File: config.mk
export PLATFORM = sky130hd
export DESIGN_NAME = pc_sequencer
export DESIGN_NICKNAME = d
export VERILOG_FILES = /design/src/rtl/pc_sequencer.sv
export SDC_FILE = /design/constraint.sdc
export NUM_CORES = 1
export LEC_CHECK = 0
export ABC_AREA = 1
export CAP_MARGIN = 20
export CORE_ASPECT_RATIO = 1.5
export CORE_MARGIN = 1.5
export CORE_UTILIZATION = 43
export DETAILED_ROUTE_END_ITERATION = 10
export PLACE_DENSITY_LB_ADDON = 0.3
export SLEW_MARGIN = 20
export SYNTH_ARGS = -nofsm -noshare
export SYNTH_HDL_FRONTEND = slang
export SYNTH_SLANG_ARGS = --single-unit
export TNS_END_PERCENT = 1
File: constraint.sdc
create_clock -name i_Clock -period 1.7 [get_ports i_Clock]
set_clock_uncertainty 0.2 [all_clocks]
set_input_delay 0.34 -clock i_Clock [delete_from_list [all_inputs] [get_ports i_Clock]]
set_output_delay 0.34 -clock i_Clock [all_outputs]
set_load 0.01 [all_outputs]
File: src/rtl/pc_sequencer.sv
`default_nettype none
// ============================================================================
// pc_sequencer : fetch-stage instruction pointer with stall, branch redirect,
//                trap entry/return, target alignment check and double-fault halt
// Revision     : 1.0
// ============================================================================
module pc_sequencer #(
  parameter int unsigned     XLEN         = 32,
  parameter logic [XLEN-1:0] RESET_VECTOR = '0,
  parameter int unsigned     IALIGN       = 32
) (
  input  logic            i_Clock,
  input  logic            i_Reset_n,
  input  logic            i_Stall,
  input  logic            i_BranchTaken,
  input  logic [XLEN-1:0] i_BranchTarget,
  input  logic            i_Trap,
  input  logic [3:0]      i_TrapCause,
  input  logic            i_TrapReturn,
  input  logic [XLEN-1:0] i_TrapVector,
  output logic [XLEN-1:0] o_InstructionPointer,
  output logic            o_Valid,
  output logic [XLEN-1:0] o_Epc,
  output logic [3:0]      o_Cause,
  output logic [XLEN-1:0] o_BadAddr,
  output logic            o_InHandler,
  output logic            o_Halted
);

  typedef enum logic [1:0] {
    S_BOOT    = 2'd0,
    S_RUN     = 2'd1,
    S_HANDLER = 2'd2,
    S_HALT    = 2'd3
  } state_t;

  localparam logic [XLEN-1:0] C_INCR = XLEN'(4);

  state_t          state_q, state_d;
  logic [XLEN-1:0] ip_q, ip_d;
  logic [XLEN-1:0] epc_q, epc_d;
  logic [XLEN-1:0] bad_addr_q, bad_addr_d;
  logic [3:0]      cause_q, cause_d;

  logic            w_misaligned;
  logic            w_fault;
  logic [XLEN-1:0] w_trap_base;
  logic            w_unused_vector_lsbs;

  generate
    if (IALIGN == 16) begin : g_ialign16
      assign w_misaligned = i_BranchTaken & i_BranchTarget[0];
    end else begin : g_ialign32
      assign w_misaligned = i_BranchTaken & (|i_BranchTarget[1:0]);
    end
  endgenerate

  // Direct-mode vector: the low two bits of the handler base are mode bits.
  assign w_trap_base          = {i_TrapVector[XLEN-1:2], 2'b00};
  assign w_unused_vector_lsbs = ^i_TrapVector[1:0];
  assign w_fault              = i_Trap | w_misaligned;

  always_comb begin
    state_d    = state_q;
    ip_d       = ip_q;
    epc_d      = epc_q;
    cause_d    = cause_q;
    bad_addr_d = bad_addr_q;

    case (state_q)
      S_BOOT: state_d = S_RUN;
      S_RUN, S_HANDLER: begin
        if (w_fault) begin
          if (state_q == S_RUN) begin
            epc_d      = ip_q;
            cause_d    = w_misaligned ? 4'd0 : i_TrapCause;
            bad_addr_d = w_misaligned ? i_BranchTarget : '0;
            ip_d       = w_trap_base;
            state_d    = S_HANDLER;
          end else begin
            state_d    = S_HALT;
          end
        end else if (i_TrapReturn && (state_q == S_HANDLER)) begin
          ip_d    = epc_q;
          state_d = S_RUN;
        end else if (i_BranchTaken) begin
          ip_d = i_BranchTarget;
        end else if (!i_Stall) begin
          ip_d = ip_q + C_INCR;
        end
      end
      default: state_d = S_HALT;
    endcase
  end

  always_ff @(posedge i_Clock or negedge i_Reset_n) begin
    if (!i_Reset_n) begin
      state_q    <= S_BOOT;
      ip_q       <= RESET_VECTOR;
      epc_q      <= '0;
      cause_q    <= '0;
      bad_addr_q <= '0;
    end else begin
      state_q    <= state_d;
      ip_q       <= ip_d;
      epc_q      <= epc_d;
      cause_q    <= cause_d;
      bad_addr_q <= bad_addr_d;
    end
  end

  assign o_InstructionPointer = ip_q;
  assign o_Epc                = epc_q;
  assign o_Cause              = cause_q;
  assign o_BadAddr            = bad_addr_q;
  assign o_Valid              = (state_q == S_RUN) || (state_q == S_HANDLER);
  assign o_InHandler          = (state_q == S_HANDLER);
  assign o_Halted             = (state_q == S_HALT);

endmodule
`default_nettype wire

## Word level (Yosys, flattened, before mapping)

Index checks and enable logic that the tools add are counted.

- Register bits after elaboration: 102
- Input bits: 74
- Output and inout bits: 103

- $add $sub $neg: 1
- Equality and inequality tests: 6
- Multiplexer cells: 11
- Bitwise logic cells: 2
- Reductions and logical operators: 7

Operators with widths:

| operator | number |
|---|---|
| $mux 32 | 6 |
| $add 32x3->32 const B | 1 |
| $reduce_and 3->1 | 2 |
| $eq 2x2->1 const B | 2 |
| $mux 2 | 2 |
| $mux 4 | 1 |
| $ne 4x1->1 const B | 1 |
| $pmux 2 s2 | 1 |
| $reduce_or 2->1 | 2 |
| $ne 3x3->1 const B | 1 |
| $eq 2x1->1 const B | 1 |
| $logic_not 2->1 | 1 |
| $ne 2x1->1 const B | 1 |
| $and 1x1->1 | 1 |
| $logic_and 1x1->1 | 1 |
| $logic_or 1x1->1 | 1 |
| $mux 1 | 1 |
| $or 1x1->1 | 1 |

## Longest topological paths before layout

Gate-level depths: netlist of the first run.

- Depth in word-level cells: 5
- Depth in mapped cells: 12
- Depth with buffers taken out: 12

## Worst setup path after synthesis of the first run

OpenSTA, ideal clock, no wires.

- Kind: register -> register
- Start: reg state_q[0]
- End: reg ip_q[26] (netlist: o_InstructionPointer[26])
- Setup time: 0.116 ns
- Arrival time: 1.583 ns
- Required time: 1.384 ns
- Path slack: -0.199 ns
- Cell stages (with the launch flop): 13
- Path buffers: 1
- Path through: dfrtp_1 > inv_1 > ha_1 > nand2_1 > nand2_1 > inv_1 > nand2_1 > nand3_2 > nand2_4 > inv_2 > buf_4 > nand2_1 > nand2_1

- Longest elaborated chain between the ends: 4
- Elaborated cells between the ends (all ways): 9
- Classes of those cells: 4 x eq/ne; 2 x mux; 3 x reduce/logical

RTL lines:

| item | line | text |
|---|---|---|
| start: declaration | 39 | `state_t state_q, state_d;` |
| start signal: assignment | 104 | `state_q <= state_d;` |
| $eq 2x2->1 * | n/a |  |
| net o_InHandler | 26 | `output logic o_InHandler,` |
| $logic_and 1x1->1 | 83 | `end else if (i_TrapReturn && (state_q == S_HANDLER)) begin` |
| $ne 4x1->1 (no source line) or $mux 32 (tied branches) | n/a |  |
| $reduce_and 3->1 (no source line) or $mux 32 (tied branches) | n/a |  |
| end signal: assignment | 105 | `ip_q <= ip_d;` |
| end: declaration | 40 | `logic [XLEN-1:0] ip_q, ip_d;` |

Mark *: on every way through the listed nets, which the timed path passes. The rest lies on a longest branch.
A chain may end at the register's enable or synchronous reset.

## Final worst setup path of the first run

- Start: reg state_q[1]
- End: reg ip_q[10] (netlist: o_InstructionPointer[10])

- Longest elaborated chain between the ends: 4
- Elaborated cells between the ends (all ways): 9
- Classes of those cells: 4 x eq/ne; 2 x mux; 3 x reduce/logical

RTL lines:

| item | line |
|---|---|
| $eq 2x2->1 | 70, 83 |
| $logic_and 1x1->1 | 83 |
| $ne 4x1->1 (no source line) or $mux 32 (tied branches) | n/a |
| $reduce_and 3->1 (no source line) or $mux 32 (tied branches) | n/a |

Several ways; a longest one is shown, not always the timed one.

==> metrics.md, run 1 <==
| Metric | Value |
|---|---|
| Status | complete, but fails checks |
| Failing checks | negative setup slack |
| GRT Overall Usage | 0.2934 |
| Critical path's slowest cell | dfrtp_1 |
| Drt total wl | approximately 21000 µm |
| Power, Total | 4.939 mW |
| Min-delay worst type | in -> async |
| Most frequent cell after synthesis | nand2_1 |
| HPWL Detailed | 14980 µm |
| Mapped Cells | 796 |
| ANT cells | 0 |
| Crit path time final | 1943 ps |
| Final Max Tran Viols | 0 |
| Iteration-0 DRC Markers | a little under 400 |
| Post-synth top cells | 274 x nand2_1, 102 x dfrtp_1, 63 x inv_1 |
| Grt total ovfl | 0 |
| Top_reg_cell synth | dfrtp_1 |
| # rows | 51 |
| Clk root buf | clkbuf_16 |
| Tightest Pin Transition | 392.0 ps |
| Largest net degree at the start of global routing | 37 |
| Top-level port count | approximately 180 |
| Area delta synth->final | 56.85% |
| TritonCTS Buffers | 9 |
| Initial antenna violation count | 0 |
| Setup ws final | -243.5 ps |
| Core ar. | 0.01308 mm² |
| Max Clock Freq | 0.5145 GHz |
| Fin Hold WS | roughly 250 ps |
| RD Place Congestion | 0.9071 |
| Worst Path Arrival | 1970 ps |
| Share of cells above drive strength 1 | 0.2322 |
| Endpoint class of the critical path | register |
| CP peak stage delay | 390 ps |
| Wire per inst | 17.00 µm |
| Via Count | 6562 |
| Mapped Area | 0.005779 mm² |
| RSZ-0062 raised after global routing | yes |
| Asr flop ratio synth | 1.000 |
| Syn avg cell area | 7.260 µm² |
| Vias in the first global route | 6461 |
| Crit-path max FO | 6 |
| Leakage | 4.468 nW |
| Crit path kind | reg -> reg |
| DRT antenna net count | 0 |
| Reg2reg path depth | 13 |
| Die Area | ~0.014 mm² |
| Post-synth EDFFs | 0 |
| #FFs+latches synth | 102 |
| Via-to-Cell Ratio | 5.348 |
| CTS tree | done |
| H-tree depth | 3 |
| Ranking of synthesized cells by area | dfrtp_1 44%, nand2_1 18%, o21ai_0 5.1%, a21oi_1 4.3%, inv_1 4.1% |
| CP startpoint kind | register |
| Drt pass-1 iters | 5 |
| Worst-path cell chain | buf_6, ha_4, nand2_4, nand2_4, inv_2, nand2_2, nand3_4, nand2_8, buf_8, buf_6, o21a_1, nand2_1, o21ai_1 |
| Yosys top cell area share | 0.4417 |
| Remaining DRCs | 0 |
| DIE HEIGHT | 145.0 µm |
| Synth warn | 0 |
| Clock Path Buffers | 2 |
| Met1 WL | 8022 µm |
| PortBufs | approximately 170 |
| Clk_lat worst skew | 350 ps |
| First-pass GRT wire length | 33220 µm |
| Period Utilization, post-route | 1.143 |
| Highest routed layer | met4 |
| Synth area leader | dfrtp_1 |
| DR WL met3 | 1174 µm |
| Syn nets | 875 |
| Effective utilization at floorplan | 0.4418 |
| Distinct cells, synth | 31 |
| Routed wl met2 | around 11000 µm |
| Clock-pin slew on the worst setup and hold paths | ~70 ps |
| Final-stage net count | around 1.1k |
| Slew headroom | 0.7386 |
| WP data required | 1730 ps |
| Sink Count | roughly 100 |
| Maximum vdd drop | between 0.3 and 0.4 mV |
| Seq/Total Area, Yosys | 0.4417 |
| Setup-failing EPs final | 90 |
| Chip width | 97.66 µm |
| Hold Vio Cnt, Final | 0 |
| PwrDens | 544.9 mW/mm² |
| Max cap viols | 0 |
-- through the flow --
step                      instances  cell area (µm²)  TNS, ps  setup WS, ps  utilization
after floorplan                 796             5829   -122.0        -16.40            -
after global placement         1187             8413   -47260        -551.0       0.6431
after detailed placement       1187             8413   -52880        -626.4       0.6431
after CTS                      1219             8912    -5858        -249.8       0.6813
after global routing           1227             9065   -16200        -325.7       0.6930
final                          1227             9065    -9574        -243.5       0.6930
-- registers in the layout, indices dropped and copies added, names as in the netlist --
| name | cells |
|---|---|
| o_Cause | 4 |
| o_InstructionPointer | 32 |
| state_q | 2 |
| o_BadAddr | 32 |
| o_Epc | 32 |
-- critical path: cells and delay by family, from the launching register on --
kind / cells / cell delay (ps)
AO/OA/AOI/OAI: 2 / 150
adder cells (fa/ha/maj): 1 / 160
buffers and inverters: 4 / 470
flip-flops: 1 / 390
AND/OR/NAND/NOR: 6 / 460
-- worst paths after layout --
| kind | end | from | slack, ps |
|---|---|---|---|
| min in group i_Clock | o_BadAddr[27]$_DFFE_PN0P_ | o_BadAddr[27]$_DFFE_PN0P_ | 280 |
| max reg2reg | o_InstructionPointer[10]$_DFFE_PN0P_ | state_q[1]$_DFFE_PN0P_ | -240 |
| max in group asynchronous | o_InstructionPointer[28]$_DFFE_PN0P_ | i_Reset_n | 530 |
| max | o_InstructionPointer[10]$_DFFE_PN0P_ | state_q[1]$_DFFE_PN0P_ | -240 |
| min reg2reg | o_BadAddr[27]$_DFFE_PN0P_ | o_BadAddr[27]$_DFFE_PN0P_ | 280 |
| min | o_Epc[15]$_DFFE_PN0P_ | i_Reset_n | 250 |
-- cells by family after synthesis --
group	count (synthesis)	synth area share
adders and majority gates	5	0.01082
DFF	102	0.4417
AOI/OAI and AO/OA	183	0.1801
xor gates and xnor gates	5	0.007577
and+or+nand+nor	393	0.2786
buffers and inverters	108	0.08119
-- per-layer routing --
layer,global-route usage,vias up
met5,0,-
met4,0.1486,0
met3,0.03276,63
met2,0.5122,273
met1,0.3540,3111
li1,-,3115
-- cell type report --
class / count / area, µm²
Tap cell: 159 / 198.9
Clock inverter: 5 / 36.28
Sequential cell: 102 / 2561
Inverter: 67 / 256.5
Fill cell: 1078 / 4016
Timing Repair Buffer: 297 / 2678
Multi-Input combinational cell: 586 / 3102
Clock buffer: 11 / 232.7
-- cells in the final DEF, fill, tap and decap left out, types with 3 or more instances in the layout --
cell type | synthesis | routed
dlygate4sd2_1 | 0 | 83
a21oi_1 | 50 | 39
and2_1 | 3 | 3
clkinv_4 | 0 | 3
nand2_2 | 1 | 13
o31ai_2 | 0 | 19
o31ai_1 | 24 | 4
nor2_2 | 2 | 13
xor2_1 | 5 | 5
buf_2 | 12 | 3
o211ai_1 | 6 | 6
a21oi_2 | 0 | 11
clkdlybuf4s50_1 | 0 | 68
buf_12 | 0 | 10
inv_1 | 63 | 59
o21a_1 | 16 | 16
nor2_1 | 57 | 40
nand3_1 | 47 | 46
buf_6 | 4 | 13
clkdlybuf4s15_1 | 0 | 6
inv_2 | 3 | 6
ha_4 | 0 | 3
nand2_4 | 4 | 7
buf_4 | 5 | 105
nor2_4 | 1 | 7
dfrtp_2 | 0 | 7
o21ai_1 | 24 | 51
nand2_1 | 274 | 258
clkbuf_2 | 0 | 7
dfrtp_1 | 102 | 95
clkbuf_16 | 0 | 9
o21ai_0 | 59 | 32
-- power breakdown --
group	switching, mW	total, mW	internal, mW
logic	0.306	0.567	0.261
registers	0	2.42	2.42
clock network	0.949	1.95	0.999
total	1.26	4.94	3.68
-- timing repair --
action,in CTS,in global routing
endpoints found under the hold margin,20,0
resized for setup,204,63
pin swaps,11,13
buffers inserted,15,8
hold buffers,1,0
endpoints found under the setup margin,203,111
(Power assumes the default switching activity.)
==> run 2: changes to the inputs <==
- CORE_MARGIN: 1.5 -> 5
==> metrics.md, run 2 (same netlist as run 1, synthesis figures left out) <==
| Metric | Value |
|---|---|
| Status | complete, but fails checks |
| Failing checks | negative setup slack |
| PortBufs | 174 (unchanged) |
| Largest net degree at the start of global routing | 39 (+5.4%) |
| GRT Overall Usage | 0.2648 (-0.02864) |
| Sum Neg Setup Slack | -11740 ps (-2170 ps) |
| Critical R2R Capture | o_InstructionPointer[14]$_DFFE_PN0P_ |
| Clk root buf | clkbuf_16 |
| ANT cells | 0 (unchanged) |
| # rows | 52 (+2.0%) |
| TritonCTS Buffers | 9 (unchanged) |
| Via-to-Cell Ratio | 5.416 (+1.3%) |
| Via Count | 6694 (+2.0%) |
| DIE HEIGHT | 152.0 µm (+4.8%) |
| Reg2reg setup slack | -260 ps (about the same) |
| Top-level port count | 177 (unchanged) |
| H-tree depth | 3 (unchanged) |
| Vias in the first global route | 6444 (-0.26%) |
| Share of cells above drive strength 1 | 0.2356 (+0.003358) |
| HPWL Detailed | 15380 µm (+2.6%) |
| Clock Path Buffers | 2 (unchanged) |
| Period Utilization, post-route | 1.151 (+0.007569) |
| Worst Path Arrival | 1980 ps (about the same) |
| Effective utilization at floorplan | 0.4333 (-0.008496) |
| Sink Count | 102 (unchanged) |
| Area delta synth->final | 61.12% |
| Commonest non-fill, non-tap cell in the layout | nand2_1 |
| Crit-path max FO | 6 (unchanged) |
| RD Place Congestion | 0.9082 (+0.12%) |
| Drt pass-1 iters | 5 (unchanged) |
| Crit path time final | 1956 ps (+12.87 ps) |
| Die Area | 0.01591 mm² (+12%) |
| Chip width | 104.7 µm (+7.2%) |
| Leakage | 4.564 nW (+2.1%) |
| Clock-pin slew on the worst setup and hold paths | 80 ps (about the same) |
| Placed cells | 1194 (+0.59%) |
| Reg-to-Reg Start | state_q[1]$_DFFE_PN0P_ |
| Iteration-0 DRC Markers | 465 (+19%) |
| Crit path kind | reg -> reg |
| Remaining DRCs | 0 (unchanged) |
| DRT antenna net count | 0 (unchanged) |
| Maximum vdd drop | 0.5248 mV (+32%) |
| Final Max Tran Viols | 0 (unchanged) |
| Tightest Pin Transition | 449.2 ps (+57.21 ps) |
| Hold Vio Cnt, Final | 0 (unchanged) |
| Final-stage net count | 1148 (+0.53%) |
| Drt total wl | 22260 µm (+6.7%) |
| Max cap viols | 0 (unchanged) |
| Min-delay worst type | in -> async |
| Commonest non-fill, non-tap cells in the layout | 259 x nand2_1, 104 x buf_4, 98 x dfrtp_1, 82 x dlygate4sd2_1, 67 x clkdlybuf4s50_1 |
| RSZ-0062 raised after global routing | yes |
| Power, Total | 5.307 mW (+7.4%) |
| Max Clock Freq | 0.5112 GHz (-0.66%) |
| Fin util | 0.6981 (+0.005154) |
| Reg2reg path depth | 11 (-2) |
| PwrDens | 570.0 mW/mm² (+4.6%) |
| Grt total ovfl | 0 (unchanged) |
| Endpoint class of the critical path | register |
| Slew headroom | 0.7005 (-0.03814) |
| CP startpoint kind | register |
| WP data required | 1720 ps (about the same) |
| Pre-CTS setup slack | -667.8 ps (-41.41 ps) |
| Initial antenna violation count | 0 (unchanged) |
| Final cell count without fillers | 1236 (+0.73%) |
| Core ar. | 0.01334 mm² (+2.0%) |
| CTS tree | done |
| First-pass GRT wire length | 34040 µm (+2.5%) |
| Setup ws final | -256.4 ps (-12.87 ps) |
| Setup-failing EPs final | 102 (+13%) |
| Wire per inst | 18.01 µm (+5.9%) |
| Clk_lat worst skew | 350 ps (about the same) |
## run 2: cell count changes in the layout (fill, tap and decap cells not counted), moves of 7 or more
cell,change
o21ai_1,-7
o31ai_1,+10
a21oi_2,+13
o31ai_2,-9
o21ai_0,+7
a21oi_1,-14
## run 2: critical path, cell delays in order, from the launching register on
cell      delay [ps]
dfrtp_1          420
buf_6            140
ha_4             160
nand2_4           80
buf_6            130
clkinv_8          70
buf_12           150
buf_6            120
nand2_2           70
nand2_2           60
a21oi_2          120
o21ai_1          110
## run 2: worst max path at each step
stage / end / slack [ps] / start
floorplan: o_InstructionPointer[20]$_DFFE_PN0P_ / -20 / o_InstructionPointer[2]$_DFFE_PN0P_
global placement: o_InstructionPointer[18]$_DFFE_PN0P_ / -630 / i_BranchTaken
detailed placement: o_InstructionPointer[10]$_DFFE_PN0P_ / -670 / i_BranchTaken
CTS: o_Valid / -220 / state_q[1]$_DFFE_PN0P_
global route: o_InstructionPointer[29]$_DFFE_PN0P_ / -310 / o_InstructionPointer[11]$_DFFE_PN0P_
finish: o_InstructionPointer[14]$_DFFE_PN0P_ / -260 / state_q[1]$_DFFE_PN0P_
## run 2: layout make-up
type                       count  area, µm²
multi-input combinational    587       3133
tap                          162      202.7
clock inverter                 6      93.84
inverter                      67      274.0
fill                        1087       4026
clock buffer                  10      229.0
sequential                   102       2557
timing repair buffer         302       2821
## run 2: report_power, final
group	switching (mW)	internal [mW]	total, mW
combinational	0.313	0.272	0.585
clock	0.994	1.30	2.30
sequential	0	2.42	2.42
total	1.31	4.00	5.31
## run 2: what timing repair did
item,4_1_cts,5_1_grt
setup buffers,16,4
gates resized for setup,196,77
hold endpoints to repair,24,0
endpoints found under the setup margin,203,113
pin swaps,14,20
cloned,3,2
hold buffers,1,0
## run 2: per-stage QoR
stage / area [µm²] / hold WS (ps)
2_1_floorplan: 5829 / -155.6
3_3_place_gp: 8447 / 111.3
3_5_place_dp: 8447 / 111.7
4_1_cts: 9024 / 278.2
5_1_grt: 9311 / 297.5
6_report: 9311 / 271.1
## run 2: per-layer routing
metal / share of wire / global-route usage / wire [µm]
met1: 0.37 / 0.3155 / 8232
met4: 0.039 / 0.1164 / 871
met3: 0.065 / 0.04075 / 1449
met2: 0.53 / 0.4675 / 11700
met5: 0 / 0 / 0
==> run 3: changes to the inputs <==
- SETUP_SLACK_MARGIN: unset -> 0.02
- SLEW_MARGIN: 20 -> unset
==> metrics.md, run 3 (same netlist as run 1, synthesis figures left out) <==
| Metric | Value |
|---|---|
| Core ar. | 0.01334 mm² (unchanged) |
| Final Max Tran Viols | 0 (unchanged) |
| Leakage | 4.450 nW (-2.5%) |
| Maximum vdd drop | 0.4356 mV (-17%) |
| Largest net degree at the start of global routing | 71 (+82%) |
| WP data required | 1740 ps (+20 ps) |
| Hold Vio Cnt, Final | 0 (unchanged) |
| CTS tree | done |
| Worst-path cell chain | ha_4, nand2_4, nor2_4, nand2_2, nor2_4, nand2_1, nand2_1, nand3_1, nand2_1, nand2_1, nand2_1, nand2_1 |
| TritonCTS Buffers | 9 (unchanged) |
| Effective utilization at floorplan | 0.4333 (unchanged) |
| Final cell count without fillers | 1227 (-0.73%) |
| Setup ws final | -193.0 ps (+63.34 ps) |
| Via Count | 6440 (-3.8%) |
| Crit path time final | 1893 ps (-63.34 ps) |
| Max Clock Freq | 0.5283 GHz (+3.3%) |
| Tightest Pin Transition | 417.1 ps (-32.13 ps) |
| Final-stage net count | 1139 (-0.78%) |
| CP peak stage delay | 430 ps (about the same) |
| Share of cells above drive strength 1 | 0.2028 (-0.03275) |
| Drt pass-1 iters | 5 (unchanged) |
| Fin util | 0.6704 (-0.02777) |
| Crit-path max FO | 5 (-1) |
| HPWL Detailed | 15620 µm (+1.6%) |
| Wire per inst | 17.15 µm (-4.8%) |
| First-pass GRT wire length | 33310 µm (-2.1%) |
| Sw Share | 0.2540 (+0.007631) |
| Area delta synth->final | 54.71% |
| RD Place Congestion | 0.9246 (+1.8%) |
| Clock Path Buffers | 2 (unchanged) |
| Clock-pin slew on the worst setup and hold paths | 80 ps (about the same) |
| Sink Count | 102 (unchanged) |
| Clock power share | 0.424 (-0.009) |
| Die Area | 0.01591 mm² (unchanged) |
| Clk_lat worst skew | 360 ps (about the same) |
| Commonest non-fill, non-tap cell in the layout | nand2_1 |
| H-tree depth | 3 (unchanged) |
| Failing checks | negative setup slack |
| Iteration-0 DRC Markers | 402 (-14%) |
| PortBufs | 174 (unchanged) |
| Critical path's slowest cell | dfrtp_2 |
| Worst Path Arrival | 1940 ps (-40 ps) |
| Status | complete, but fails checks |
| Clk root buf | clkbuf_16 |
| Drt total wl | 21040 µm (-5.5%) |
| Top-level port count | 177 (unchanged) |
| Share of total power in sequential cells | 0.469 (+0.012) |
| PwrDens | 577.5 mW/mm² (+1.3%) |
| Crit path kind | reg -> reg |
| RSZ-0062 raised after global routing | yes |
| Commonest non-fill, non-tap cells in the layout | 265 x nand2_1, 99 x dfrtp_1, 97 x buf_4, 82 x dlygate4sd2_1, 66 x clkdlybuf4s50_1 |
| Endpoint class of the critical path | register |
| Sw Pwr | 1.311 mW (+0.31%) |
| Chip width | 104.7 µm (unchanged) |
| Vias in the first global route | 6437 (-0.11%) |
| Internal power | 3.852 mW (-3.7%) |
| Min-delay worst type | in -> reg |
| Setup-failing EPs final | 86 (-16%) |
| Max cap viols | 0 (unchanged) |
| DRT antenna net count | 0 (unchanged) |
| Initial antenna violation count | 0 (unchanged) |
| Period Utilization, post-route | 1.114 (-0.03726) |
| # rows | 52 (unchanged) |
| Via-to-Cell Ratio | 5.249 (-3.1%) |
| CP dominant cell by count | nand2_1 |
| GRT Overall Usage | 0.2582 (-0.006602) |
| Grt total ovfl | 0 (unchanged) |
| Pre-CTS setup slack | -692.6 ps (-24.71 ps) |
| Comb pwr share | 0.107 (-0.003) |
| Slew headroom | 0.7219 (+0.02142) |
| CP startpoint kind | register |
| DIE HEIGHT | 152.0 µm (unchanged) |
| Placed cells | 1192 (-0.17%) |
| ANT cells | 0 (unchanged) |
| Remaining DRCs | 0 (unchanged) |
run 3: cell count changes in the layout (fill, tap and decap cells not counted), moves of 7 or more:
cell / change
buf_4: -7
a21oi_1: +22
clkdlybuf4s15_1: -8
a21oi_2: -21
run 3: layout make-up:
| cell class | instances | area, µm² |
|---|---|---|
| sequential | 102 | 2556 |
| clock buffer | 9 | 225.2 |
| tap | 162 | 202.7 |
| inverter | 67 | 257.7 |
| timing repair buffer | 293 | 2645 |
| multi-input combinational | 587 | 2972 |
| fill | 1159 | 4397 |
| clock inverter | 7 | 82.58 |
run 3: power by group through the flow:
stage | clock network, mW | logic, mW | registers, mW
floorplan | 0 | 0.194 | 2.47
global placement | 0 | 0.538 | 2.47
detailed placement | 0 | 0.540 | 2.47
CTS | 2.22 | 0.550 | 2.42
global route | 2.31 | 0.600 | 2.42
finish | 2.19 | 0.551 | 2.42
run 3: critical path, delay by kind of cell (launching register included):
kind                       cells  cell delay [ps]
adders and majority gates      1              160
DFF                            1              430
and+or+nand+nor               11              970
run 3: through the flow:
step	hold slack, ps	cell area (µm²)	setup TNS [ps]	power, mW
after detailed placement	203.3	8493	-53590	3.012
after CTS	282.6	8895	-9867	5.198
after floorplan	-155.6	5869	-26.24	2.667
after global routing	211.0	8941	-12690	5.337
final	183.0	8941	-7551	5.164
after global placement	199.2	8493	-48850	3.010
run 3: layer usage:
metal	GRT usage	wire length, µm
met1	0.3095	8253
met2	0.4657	11110
met3	0.03650	1081
met4	0.09385	594
met5	0	0
run 3: path summary, 6_finish.rpt:
kind,slack (ps),from,to,cells after the start
max,-190,o_InstructionPointer[3]$_DFFE_PN0P_,o_InstructionPointer[20]$_DFFE_PN0P_,12
min,180,i_BranchTaken,o_BadAddr[1]$_DFFE_PN0P_,4
max reg2reg,-190,o_InstructionPointer[3]$_DFFE_PN0P_,o_InstructionPointer[20]$_DFFE_PN0P_,12
min reg2reg,280,o_BadAddr[7]$_DFFE_PN0P_,o_BadAddr[7]$_DFFE_PN0P_,2
max in group asynchronous,590,i_Reset_n,o_InstructionPointer[27]$_DFFE_PN0P_,3
min in group asynchronous,350,i_Reset_n,o_Epc[8]$_DFFE_PN0P_,3
run 3: what timing repair did:
item                                   CTS  global route
cloned                                   1             0
setup endpoints to repair              205           118
setup buffers                           14             3
pin swaps                               13             6
resized for setup                      174            52
hold buffers                             1             0
endpoints found under the hold margin  102             0
